File: src/rtl/sync_tx_pkg.sv
// Shared definitions for the sync_tx line transmitter: line codes, FSM states,
// SYNC pattern and stuffing limit.
package sync_tx_pkg;

    localparam int unsigned LINE_W       = 2;
    localparam int unsigned SYNC_LEN     = 8;
    localparam int unsigned SYNC_IDX_W   = 3;
    localparam int unsigned SYNC_ERR_IDX = 5;
    localparam int unsigned STUFF_LIMIT  = 6;
    localparam int unsigned ONES_W       = 3;

    // Line codes as {k, j}; 2'b11 is never driven.
    localparam logic [LINE_W-1:0] LS_SE0 = 2'b00;
    localparam logic [LINE_W-1:0] LS_J   = 2'b01;
    localparam logic [LINE_W-1:0] LS_K   = 2'b10;

    // Element 0 goes out first: K J K J K J K K.
    localparam logic [SYNC_LEN-1:0][LINE_W-1:0] SYNC_PATTERN =
        '{LS_K, LS_K, LS_J, LS_K, LS_J, LS_K, LS_J, LS_K};

    typedef enum logic [1:0] {
        ST_IDLE = 2'b00,
        ST_SYNC = 2'b01,
        ST_DATA = 2'b10,
        ST_EOP  = 2'b11
    } state_t;

    // Registered line-side output bundle.
    typedef struct packed {
        logic [LINE_W-1:0] line;
        logic              en;
        logic              busy;
        logic              done;
    } tx_out_t;

    // SYNC symbol for a given index; inj forces the sixth symbol to K.
    function automatic logic [LINE_W-1:0] sync_symbol(input logic [SYNC_IDX_W-1:0] idx,
                                                      input logic                  inj);
        logic [LINE_W-1:0] sym;
        sym = SYNC_PATTERN[idx];
        if (inj && (idx == SYNC_IDX_W'(SYNC_ERR_IDX))) begin
            sym = LS_K;
        end
        return sym;
    endfunction

endpackage

File: src/rtl/sync_tx_nrzi.sv
// NRZI line-level tracker with the consecutive-ones counter used for bit stuffing.
module sync_tx_nrzi
    import sync_tx_pkg::*;
(
    input  logic clk,
    input  logic rst,
    input  logic data_bit,
    input  logic valid,
    input  logic load_k,
    output logic level_nxt_k_c,
    output logic stuff_req_c
);

    logic              level_k_q;
    logic [ONES_W-1:0] ones_q;

    // A zero toggles the line, a one holds it.
    assign level_nxt_k_c = (valid && !data_bit) ? ~level_k_q : level_k_q;
    assign stuff_req_c   = (ones_q == ONES_W'(STUFF_LIMIT));

    always_ff @(posedge clk or posedge rst) begin
        if (rst) begin
            level_k_q <= 1'b0;
            ones_q    <= '0;
        end else if (load_k) begin
            level_k_q <= 1'b1;
            ones_q    <= '0;
        end else if (valid) begin
            level_k_q <= level_nxt_k_c;
            if (!data_bit) begin
                ones_q <= '0;
            end else if (ones_q < ONES_W'(STUFF_LIMIT)) begin
                ones_q <= ones_q + ONES_W'(1);
            end
        end
    end

endmodule

File: src/rtl/sync_tx.sv
// Line-side K/J transmitter: SYNC, NRZI bit-stuffed payload, then EOP.
// Optional SYNC corruption hook enabled by defining SYNC_TX_ERRINJ_EN.
module sync_tx
    import sync_tx_pkg::*;
#(
    parameter int unsigned DATA_W  = 8,
    parameter int unsigned EOP_LEN = 2
) (
    input  logic              clk,
    input  logic              rst,
    input  logic              start,
    input  logic [DATA_W-1:0] data_in,
`ifdef SYNC_TX_ERRINJ_EN
    input  logic              err_inj,
`endif
    output logic              tx_k,
    output logic              tx_j,
    output logic              tx_en,
    output logic              busy,
    output logic              done
);

    localparam int unsigned BIT_CNT_W = $clog2(DATA_W + 1);
    localparam int unsigned EOP_CNT_W = $clog2(EOP_LEN + 1);

    state_t                 state_q,   state_d;
    logic [SYNC_IDX_W-1:0]  sync_idx_q, sync_idx_d;
    logic [BIT_CNT_W-1:0]   bit_cnt_q, bit_cnt_d;
    logic [EOP_CNT_W-1:0]   eop_cnt_q, eop_cnt_d;
    logic [DATA_W-1:0]      shift_q,   shift_d;
    logic                   inj_q,     inj_d;
    tx_out_t                out_q,     out_d;

    logic                   inj_capture_c;
    logic                   nrzi_bit_c;
    logic                   nrzi_valid_c;
    logic                   nrzi_load_k_c;
    logic                   level_nxt_k_c;
    logic                   stuff_req_c;

`ifdef SYNC_TX_ERRINJ_EN
    assign inj_capture_c = err_inj;
`else
    assign inj_capture_c = 1'b0;
`endif

    assign tx_k  = out_q.line[1];
    assign tx_j  = out_q.line[0];
    assign tx_en = out_q.en;
    assign busy  = out_q.busy;
    assign done  = out_q.done;

    sync_tx_nrzi u_nrzi (
        .clk           (clk),
        .rst           (rst),
        .data_bit      (nrzi_bit_c),
        .valid         (nrzi_valid_c),
        .load_k        (nrzi_load_k_c),
        .level_nxt_k_c (level_nxt_k_c),
        .stuff_req_c   (stuff_req_c)
    );

    // State, counters, payload and output registers.
    always_ff @(posedge clk or posedge rst) begin
        if (rst) begin
            state_q    <= ST_IDLE;
            sync_idx_q <= '0;
            bit_cnt_q  <= '0;
            eop_cnt_q  <= '0;
            shift_q    <= '0;
            inj_q      <= 1'b0;
            out_q      <= '{line: LS_J, en: 1'b0, busy: 1'b0, done: 1'b0};
        end else begin
            state_q    <= state_d;
            sync_idx_q <= sync_idx_d;
            bit_cnt_q  <= bit_cnt_d;
            eop_cnt_q  <= eop_cnt_d;
            shift_q    <= shift_d;
            inj_q      <= inj_d;
            out_q      <= out_d;
        end
    end

    // Next-state and next-output: state_q names the symbol produced on the coming edge.
    always_comb begin
        state_d       = state_q;
        sync_idx_d    = sync_idx_q;
        bit_cnt_d     = bit_cnt_q;
        eop_cnt_d     = eop_cnt_q;
        shift_d       = shift_q;
        inj_d         = inj_q;
        out_d         = '{line: LS_J, en: 1'b0, busy: out_q.busy, done: 1'b0};
        nrzi_bit_c    = 1'b0;
        nrzi_valid_c  = 1'b0;
        nrzi_load_k_c = 1'b0;

        case (state_q)
            ST_IDLE: begin
                out_d.busy = 1'b0;
                if (start) begin
                    state_d    = ST_SYNC;
                    sync_idx_d = '0;
                    shift_d    = data_in;
                    inj_d      = inj_capture_c;
                    out_d.busy = 1'b1;
                end
            end

            ST_SYNC: begin
                out_d.line = sync_symbol(sync_idx_q, inj_q);
                out_d.en   = 1'b1;
                sync_idx_d = sync_idx_q + SYNC_IDX_W'(1);
                if (sync_idx_q == SYNC_IDX_W'(SYNC_LEN - 1)) begin
                    state_d       = ST_DATA;
                    bit_cnt_d     = '0;
                    nrzi_load_k_c = 1'b1;
                end
            end

            // Stuffed zero wins over data; once bits and stuffs are exhausted, first SE0.
            ST_DATA: begin
                out_d.en = 1'b1;
                if (stuff_req_c) begin
                    nrzi_valid_c = 1'b1;
                    nrzi_bit_c   = 1'b0;
                    out_d.line   = level_nxt_k_c ? LS_K : LS_J;
                end else if (bit_cnt_q != BIT_CNT_W'(DATA_W)) begin
                    nrzi_valid_c = 1'b1;
                    nrzi_bit_c   = shift_q[0];
                    out_d.line   = level_nxt_k_c ? LS_K : LS_J;
                    shift_d      = shift_q >> 1;
                    bit_cnt_d    = bit_cnt_q + BIT_CNT_W'(1);
                end else begin
                    out_d.line = LS_SE0;
                    state_d    = ST_EOP;
                    eop_cnt_d  = EOP_CNT_W'(1);
                end
            end

            ST_EOP: begin
                if (eop_cnt_q == EOP_CNT_W'(EOP_LEN)) begin
                    out_d.line = LS_J;
                    out_d.en   = 1'b0;
                    out_d.busy = 1'b0;
                    out_d.done = 1'b1;
                    state_d    = ST_IDLE;
                end else begin
                    out_d.line = LS_SE0;
                    out_d.en   = 1'b1;
                    eop_cnt_d  = eop_cnt_q + EOP_CNT_W'(1);
                end
            end

            default: begin
                state_d    = ST_IDLE;
                out_d.busy = 1'b0;
            end
        endcase
    end

endmodule
File: config.mk
export PLATFORM = sky130hd
export DESIGN_NAME = sync_tx
export DESIGN_NICKNAME = d
export VERILOG_FILES = /design/src/rtl/sync_tx_pkg.sv /design/src/rtl/sync_tx_nrzi.sv /design/src/rtl/sync_tx.sv
export SDC_FILE = /design/constraint.sdc
export NUM_CORES = 1
export LEC_CHECK = 0
export CELL_PAD_IN_SITES_DETAIL_PLACEMENT = 0
export CELL_PAD_IN_SITES_GLOBAL_PLACEMENT = 1
export CORE_ASPECT_RATIO = 1.25
export CORE_MARGIN = 1.5
export CORE_UTILIZATION = 35
export DETAILED_ROUTE_END_ITERATION = 7
export MAX_ROUTING_LAYER = met4
export PLACE_DENSITY = 0.68
export SYNTH_ARGS = -nofsm -noshare
export SYNTH_HDL_FRONTEND = slang
export SYNTH_SLANG_ARGS = --single-unit
export TNS_END_PERCENT = 20
File: constraint.sdc
create_clock -name clk -period 1.7 [get_ports clk]
set_clock_uncertainty 0.2 [all_clocks]
set_input_delay 0.425 -clock clk [delete_from_list [all_inputs] [get_ports clk]]
set_output_delay 0.425 -clock clk [all_outputs]
set_load 0.02 [all_outputs]
======== After elaboration in Yosys (flattened, before gate mapping) ========
Memory sizes are Yosys's and may differ from the RTL's.
Cells that the tools add are included.
storage, ports and cells
  output and inout port bits .............. 5
  memories kept ........................... 1
  word-level logic and storage cells ...... 95
  input port bits ......................... 11
  bits in read-only memories .............. 16
  bits in registers ....................... 28
cells by class
  multiplexer cells ....................... 45
  bitwise operators ....................... 1
  equality and inequality tests ........... 15
  add/sub/neg operators ................... 4
  reductions and logical operators ........ 16
  magnitude comparators ................... 2
memories
  memory            words  width  rd ports  clocked after memory_dff  write ports  line               text
  (name not given)  8      2      1         0                         0            sync_tx_pkg.sv:40  sym = SYNC_PATTERN[idx];
operator list
  operator                                            count
  2-to-1 mux 2 bit                                    14
  2-to-1 mux 8 bit                                    3
  one-hot mux 8 bit (2 select lines)                  1
  2-to-1 mux 3 bit                                    5
  != test 2 bit, second input constant                7
  2-to-1 mux 1 bit                                    13
  2-to-1 mux 4 bit                                    3
  AND reduction 4 bit                                 3
  nonzero test 2 bit                                  6
  one-hot mux 3 bit (3 select lines)                  1
  one-hot mux 2 bit (4 select lines)                  1
  one-hot mux 4 bit (2 select lines)                  1
  adder 3 x 1 -> 3 bit, second input constant         2
  equality test 2 bit, second input constant          3
  equality test 3 bit, second input constant          2
  one-hot mux 3 bit (2 select lines)                  1
  AND reduction 2 bit                                 3
  AND reduction 5 bit                                 1
  adder 4 x 1 -> 4 bit, second input constant         1
  < comparator 3 x 4 -> 1 bit, second input constant  1
  != test 4 bit, second input constant                1
  one-hot mux 2 bit (2 select lines)                  1
  < comparator 3 bit, second input constant           1
  != test 3 bit, second input constant                1
  7 further kinds                                     7

======== Logic depth before layout (Yosys ltp) ========
Gate-level depths: netlist (run 1).
  word-level depth ........................ 11
  depth in mapped cells ................... 8
  mapped depth without buffers ............ 6

======== Modules after synthesis ========
From an unflattened synthesis (run 1), not the netlist that was laid out.
second synthesis, totals
  cells, all modules ...................... 170
  area, all modules ....................... 1681.6 sq um
by module, submodules not included
  module        cells each  area an instance (sq um)  instances
  sync_tx       145         1442.6                    1
  sync_tx_nrzi  25          239.0                     1

======== Worst setup path before layout (run 1) ========
No wires, ideal clock.
  path type ............................... flip-flop to flip-flop
  from .................................... reg state_q[0]
  to ...................................... reg shift_q[1]
  arrival time ............................ 1.532 ns
  setup slack ............................. -0.157 ns
  stages on the path, launching flop included .. 6
  cell sequence ........................... dfrtp_1 > inv_1 > ha_1 > buf_2 > mux2_2 > mux2_4
on the way
  word-level cells in the longest chain between the ends .. 3
ends and longest elaborated chain
  element                                                               line           text
  from (decl)                                                           sync_tx.sv:26  state_t state_q, state_d;
  from (signal assigned)                                                sync_tx.sv:74  state_q <= state_d;
  equality test 2 bit or zero test 2 bit (tied branches)                sync_tx.sv:97  case (state_q)
  != test 2 bit (no source line) or nonzero test 2 bit (tied branches)  --
  AND reduction 4 bit (no source line)                                  --
  to (signal assigned)                                                  sync_tx.sv:78  shift_q <= shift_d;
  to (decl)                                                             sync_tx.sv:30  logic [DATA_W-1:0] shift_q, shift_d;
Several ways; a longest one is shown, not always the timed one.
A chain may end at the register's enable or synchronous reset.

======== Worst setup path after layout (run 1) ========
  from .................................... reg state_q[1]
  to ...................................... reg shift_q[2]
The elaborated chain is that of the path after synthesis.

==> results of run 1 <==
-- metal layers --
metal / global-route usage (%) / wire length (um) / vias to the layer above
li1: - / - / 647
met1: 16.4 / 1460 / 620
met2: 28.1 / 1870 / 23
met3: 1.68 / 83 / 4
met4: 5.11 / 42 / 0
met5: - / 0 / -
-- cells by family (layout without fill, tap and decap cells) --
kind of cell,Yosys count,in the layout,synth area share [%]
DFF,28,28,42.1
adders and majority gates,12,12,9.01
muxes,18,18,13.6
AOI/OAI and AO/OA,33,33,13.2
buffers and inverters,16,64,4.73
xor gates and xnor gates,1,1,0.526
and+or+nand+nor,47,47,16.8
-- registers in the layout, indices dropped and copies added (netlist names) --
| register | flops |
|---|---|
| tx_k | 1 |
| state_q | 2 |
| tx_j | 1 |
| tx_en | 1 |
| done | 1 |
| u_nrzi.level_k_q | 1 |
| u_nrzi.ones_q | 3 |
| sync_idx_q | 3 |
| busy | 1 |
| shift_q | 8 |
| bit_cnt_q | 4 |
| eop_cnt_q | 2 |
-- worst paths after layout --
kind	depth (start not counted)	end	slack [ns]	from
worst min register to register	1	shift_q[7]	0.32	shift_q[7]
worst max register to register	6	shift_q[2]	-0.13	state_q[1]
worst min-delay path	3	bit_cnt_q[0]	0.26	rst
worst max-delay path	6	shift_q[2]	-0.13	state_q[1]
max in group asynchronous	3	tx_j	0.80	rst
min in group clk	1	shift_q[7]	0.32	shift_q[7]
-- synth_stat cells, types with 2 or more instances --
cell type  instances
nand2_1           13
and2_1             2
a21o_1             2
nor3_1             2
clkbuf_1           2
o21ai_1            3
nor2_1             6
o21ai_0            9
nand4_1            2
inv_1              9
buf_6              2
mux2i_1            2
a21oi_1            5
nand2_4            2
dfrtp_1           27
nand2b_1           2
buf_2              3
mux2_4             7
a2bb2oi_1          2
ha_1              12
a211oi_1           2
or4b_1             2
mux2_2             7
nor2b_1            3
a31oi_1            2
mux2_1             2
nand3_1            5
-- worst register-to-register path: cells and delay by family (launching register included) --
kind                     cells  cell delay, ns
multiplexers                 2            0.54
flip-flops                   1            0.42
buffers and inverters        3            0.39
adder cells (fa/ha/maj)      1            0.18
-- per-stage QoR --
step,util [%],power [uW],setup WS [ns]
2_1_floorplan,-,2760,-0.0867
6_report,53.5,4600,-0.126
3_3_place_gp,46.9,3440,-0.413
5_1_grt,53.5,4940,-0.179
4_1_cts,52.2,4490,-0.117
3_5_place_dp,46.9,3550,-0.453
-- final cells by class --
type / count / area (um^2)
sequential: 28 / 702
clock buffer: 3 / 41.3
clock inverter: 1 / 30.0
fill: 385 / 2090
tap: 58 / 72.6
timing repair buffer: 51 / 494
multi-input combinational: 111 / 1030
inverter: 9 / 33.8
-- report_power, final --
part / total (uW) / switching, uW / internal, uW
Combinational: 2910 / 1250 / 1660
Clock: 536 / 221 / 316
Sequential: 1160 / 187 / 970
-- cells in the final DEF (no fill, tap or decap), drive strengths merged, types with 2 or more instances in the layout --
| master | netlist | layout |
|---|---|---|
| nor2b | 3 | 3 |
| nand2b | 3 | 3 |
| mux2i | 2 | 2 |
| a2bb2oi | 2 | 2 |
| mux2 | 16 | 16 |
| and3 | 2 | 2 |
| clkdlybuf4s50 | 0 | 10 |
| or4b | 2 | 2 |
| a21oi | 5 | 5 |
| clkbuf | 2 | 3 |
| nand4 | 2 | 2 |
| and2 | 2 | 2 |
| a211oi | 2 | 2 |
| nor3 | 2 | 2 |
| ha | 12 | 12 |
| buf | 5 | 36 |
| o21ai | 13 | 13 |
| nor2 | 6 | 6 |
| inv | 9 | 9 |
| a21o | 3 | 3 |
| dlygate4sd2 | 0 | 4 |
| nand2 | 15 | 15 |
| nand3 | 5 | 5 |
| a31oi | 2 | 2 |
| dfrtp | 27 | 27 |
-- timing repair --
action	4_1_cts	5_1_grt
cloned	1	0
setup buffers	4	1
pin swaps	6	3
hold buffers	0	0
endpoints found under the setup margin	27	23
resized for setup	28	12
==> qor.txt, run 1 <==
Outcome: finished, violations left
Failing checks: setup timing
Post-synthesis sequential area ratio: 42.1%
Worst-skew pair later-pin latency: 0.28 ns
Max Slew Vio Count: 0
CP arrival: 1.80 ns
Setup crit end kind: flip-flop
Top-area cell type share of the netlist area: 40.5%
Ant diodes: 0
Layout Cells excl Fill: 261
CTS tree: done
Period utilisation layout: 107%
Die H: 80.2 um
Warning count from the yosys run: 0
Main area contributors after synthesis: dfrtp_1 (41%), ha_1 (9.0%), mux2_4 (6.3%)
Worst-margin pin slew: 0.255 ns
Worst path most repeated cell: buf_12
Final Hold Fails: 0
Worst Setup Start Kind: flip-flop
Sum Neg Setup Slack: -1.07 ns
Tmin final: 1.83 ns
Num rows: 27
Synth Flop Type: dfrtp_1
Area after DPL: 0.00211 mm^2
Die area: 0.00519 mm^2
Synthesized cell area: 0.00167 mm^2
Remaining antenna violation count after routing: 0
WHS: 0.257 ns
WP buf/inv: 3
LEAKAGE: 0.00114 uW
Num CTS Buffers: 3
Post-placement cell count: 251
Die X: 64.7 um
Synthesized instance count: 155
Family with the most delay on the worst path: multiplexers
Residual DRC: 0
RePlAce Congestion: 0.797
Setup WS post-layout: -0.126 ns
Initial core utilization: 37.1%
Crit-path slowest cell: dfrtp_1
Port Buf Inserts: 15
Clock Path Buffers: 2
GRT Total Usage: 15.1%
Via count: 1294
CORE AREA: 0.00449 mm^2
Peak Freq: 548 MHz
Kind of critical path: flip-flop to flip-flop
Global-route wire length before repair: 5950 um
Pwr dens: 1910 mW/mm^2
#FFs+latches synth: 28
Drt total wl: 3450 um
Layout cell share with drive strength beyond 1: 43.3%
Unrepaired setup endpoints after global routing: true
Peak VDD IR: 753 uV
Via/cell ratio: 4.96
Clock sinks: 28
Post-synth EDFFs: 0
Routed WL per cell: 13.2 um
Hold crit path type: input port to asynchronous set/reset pin
Worst-path clk slew: 0.10 ns
Req. time, crit path: 1.67 ns
Crit-path max cell delay: 0.42 ns
First-pass DRT Iterations: 4
Area added between synthesis and finish: 44.3%
Post-route cell area: 0.00240 mm^2
Maxcap violations: 0
Number of H-tree levels: 1
Ys async rst share: 100%
Max FO, Critical Path: 6
Final setup violation count: 17
Nets: 227
Synth area leader: dfrtp_1
Largest net degree at the start of global routing: 29
Max-slew headroom: 83.0%
GRT overflow: 0
Iter 0 DRT Violations: 40
Synthesized area per cell: 10.8 um^2
Detailed Place HPWL: 2490 um
I/O Pins: 16
Syn Nets: 178
Vias in the first global route: 1377
Clk root buf: clkbuf_8
Crit-path cells: buf_6 -> ha_4 -> buf_12 -> buf_12 -> mux2_2 -> mux2_4
Antenna violations before repair: 0
Netlist cell types: 45
No activity file was read; power rests on OpenSTA's default activity.
==> run 2: changes to the inputs <==
--- a/config.mk
+++ b/config.mk
@@ -8,7 +8,6 @@
 export CELL_PAD_IN_SITES_DETAIL_PLACEMENT = 0
 export CELL_PAD_IN_SITES_GLOBAL_PLACEMENT = 1
 export CORE_ASPECT_RATIO = 1.25
-export CORE_MARGIN = 1.5
 export CORE_UTILIZATION = 35
 export DETAILED_ROUTE_END_ITERATION = 7
 export MAX_ROUTING_LAYER = met4
==> run 2 against run 1 <==
  * The flow still finishes with violations (setup timing)
  * Design area down 0.57%
  * Setup slack better by 0.043 ns
  * Largest power group unchanged
  * Critical path depth down 1
  * Highest routed layer unchanged
  * Largest cell class unchanged
  * Wire length up 4.9%
  * Sequential share of layout area up 0.22 points
==> qor.txt, run 2 (synthesis gave the netlist of run 1 again) <==
Worst-margin pin slew: 0.314 ns (+0.0594 ns)
Global-route wire length before repair: 6090 um (+2.3%)
Remaining antenna violation count after routing: 0 (unchanged)
Largest register FFs: 8 (unchanged)
Unrepaired setup endpoints after global routing: true
Peak Freq: 561 MHz (+2.4%)
Num CTS Buffers: 3 (unchanged)
Nets: 226 (-0.44%)
Pwr dens: 1890 mW/mm^2 (-1.1%)
WP buf/inv: 2 (-1)
Final setup violation count: 15 (-2)
Filler cells: 414 (+7.5%)
RePlAce Congestion: 0.778 (-2.3%)
Via count: 1321 (+2.1%)
WL met1: 1540 um (+6.0%)
Area after DPL: 0.00211 mm^2 (+0.36%)
Post-route cell area: 0.00239 mm^2 (-0.57%)
Sequential Area: 703 um^2 (+0.18%)
Reg2reg path depth: 5 (-1)
Die X: 63.7 um (-1.5%)
Port Buf Inserts: 15 (unchanged)
Commonest cells after routing, fill and taps aside: dfrtp_1 (26), buf_4 (26), mux2_4 (14)
Power consumption: 4520 uW (-1.7%)
Multi-input gate area: 0.00106 mm^2 (+2.4%)
Layout Cells excl Fill: 260 (-0.38%)
Crit-path max cell delay: 0.41 ns (about the same)
Number of stages on the worst setup path: 5 (-1)
CORE AREA: 0.00449 mm^2 (unchanged)
Gate power share: 62.4% (-0.8 points)
Number of H-tree levels: 1 (unchanged)
Met3 wire len: 82 um (-1.2%)
Dpl ws: -0.452 ns (+0.00127 ns)
Family with the most delay on the worst path: multiplexers
Worst Setup Start Kind: flip-flop
Area added between synthesis and finish: 43.5%
Final Hold Fails: 0 (unchanged)
Vias in the first global route: 1323 (-3.9%)
Largest net degree at the start of global routing: 29 (unchanged)
CTS tree: done
Req. time, crit path: 1.68 ns (about the same)
Die H: 79.2 um (-1.2%)
Reg power frac: 25.6% (+0.5 points)
Uppermost routed layer: met4
Failing checks: setup timing
GRT Total Usage: 16.1% (+1.1 points)
Setup crit end kind: flip-flop
Hold crit path type: input port to asynchronous set/reset pin
LEAKAGE: 0.00115 uW (+1.0%)
Worst path most repeated cell: mux2_4
Crit-path cells: inv_2 -> ha_4 -> buf_12 -> mux2_4 -> mux2_4
Residual DRC: 0 (unchanged)
Max FO, Critical Path: 8 (+2)
Ant diodes: 0 (unchanged)
Tmin final: 1.78 ns (-0.0431 ns)
GRT overflow: 0 (unchanged)
Crit-path slowest cell: dfrtp_1
Detailed Place HPWL: 2600 um (+4.4%)
Die area: 0.00504 mm^2 (-2.8%)
Post-placement cell count: 252 (+0.40%)
Int Pwr: 2870 uW (-2.7%)
Met2 WL: 1950 um (+4.7%)
Routed WL per cell: 13.9 um (+5.3%)
WHS: 0.259 ns (+0.00172 ns)
Maxcap violations: 0 (unchanged)
Clock sinks: 28 (unchanged)
I/O Pins: 16 (unchanged)
Kind of critical path: flip-flop to flip-flop
Largest regs: shift_q (8), bit_cnt_q (4)
Clk root buf: clkbuf_8
First-pass DRT Iterations: 4 (unchanged)
Initial core utilization: 37.1% (unchanged)
Peak VDD IR: 795 uV (+5.6%)
Max Slew Vio Count: 0 (unchanged)
Net switching power: 1660 uW (about the same)
CP arrival: 1.76 ns (-0.04 ns)
Setup WS post-layout: -0.0831 ns (+0.0431 ns)
Switching part of the total power: 36.7% (+0.63 points)
Via/cell ratio: 5.08 (+2.5%)
Clock Path Buffers: 2 (unchanged)
Max-slew headroom: 78.9% (-4.2 points)
Period utilisation layout: 105% (-2.5 points)
Outcome: finished, violations left
Worst-path clk slew: 0.10 ns (about the same)
Most flop-heavy register: shift_q
Layout cell share with drive strength beyond 1: 43.1% (-0.28 points)
Clk pwr share: 12.0% (+0.3 points)
Worst-skew pair later-pin latency: 0.28 ns (about the same)
Iter 0 DRT Violations: 58 (+45%)
Antenna violations before repair: 0 (unchanged)
Drt total wl: 3620 um (+4.9%)
Num rows: 27 (unchanged)
[run 2: power groups by stage]
stage               Clock (uW)  Sequential (uW)  Combinational [uW]
detailed placement           0             1160                2400
global placement             0             1140                2290
finish                     545             1160                2820
global route               594             1190                3080
CTS                        555             1150                2720
floorplan                    0             1200                1560
[run 2: area by class of cell]
cell class / count / area share [%]
Timing Repair Buffer: 50 / 19.0
Clock inverter: 1 / 1.26
Inverter: 9 / 1.41
Clock buffer: 3 / 1.73
Tap cell: 58 / 3.04
Sequential cell: 28 / 29.4
Multi-Input combinational cell: 111 / 44.2
[run 2: what timing repair did]
action                                  4_1_cts  5_1_grt
hold buffers                                  0        0
setup buffers                                 4        0
resized for setup                            34       14
pin swaps                                     5        8
endpoints found under the setup margin       26       22
[run 2: path summary, 6_finish.rpt]
check / startpoint / endpoint / slack, ns
worst max-delay path: state_q[0] / shift_q[6] / -0.08
worst min-delay path: rst / shift_q[2] / 0.26
worst max register to register: state_q[0] / shift_q[6] / -0.08
worst min register to register: busy / busy / 0.32
max in group asynchronous: rst / tx_j / 0.81
min in group clk: busy / busy / 0.32
[run 2: stage by stage]
| stage | utilization, % | setup TNS, ns |
|---|---|---|
| 6_report | 53.2 | -0.738 |
| 5_1_grt | 53.2 | -2.01 |
| 4_1_cts | 52.0 | -0.657 |
| 3_5_place_dp | 47.1 | -4.99 |
| 3_3_place_gp | 47.1 | -4.49 |
| 2_1_floorplan | - | -0.808 |
[run 2: layer usage]
| metal | GRT usage [%] | up-vias |
|---|---|---|
| met4 | 5.00 | 0 |
| li1 | - | 643 |
| met3 | 2.44 | 4 |
| met5 | - | - |
| met2 | 29.0 | 19 |
| met1 | 18.2 | 655 |
[run 2: tightest hold or removal path: cells and delay by family]
kind / cells / cell delay, ns
buffers and inverters: 3 / 0.68
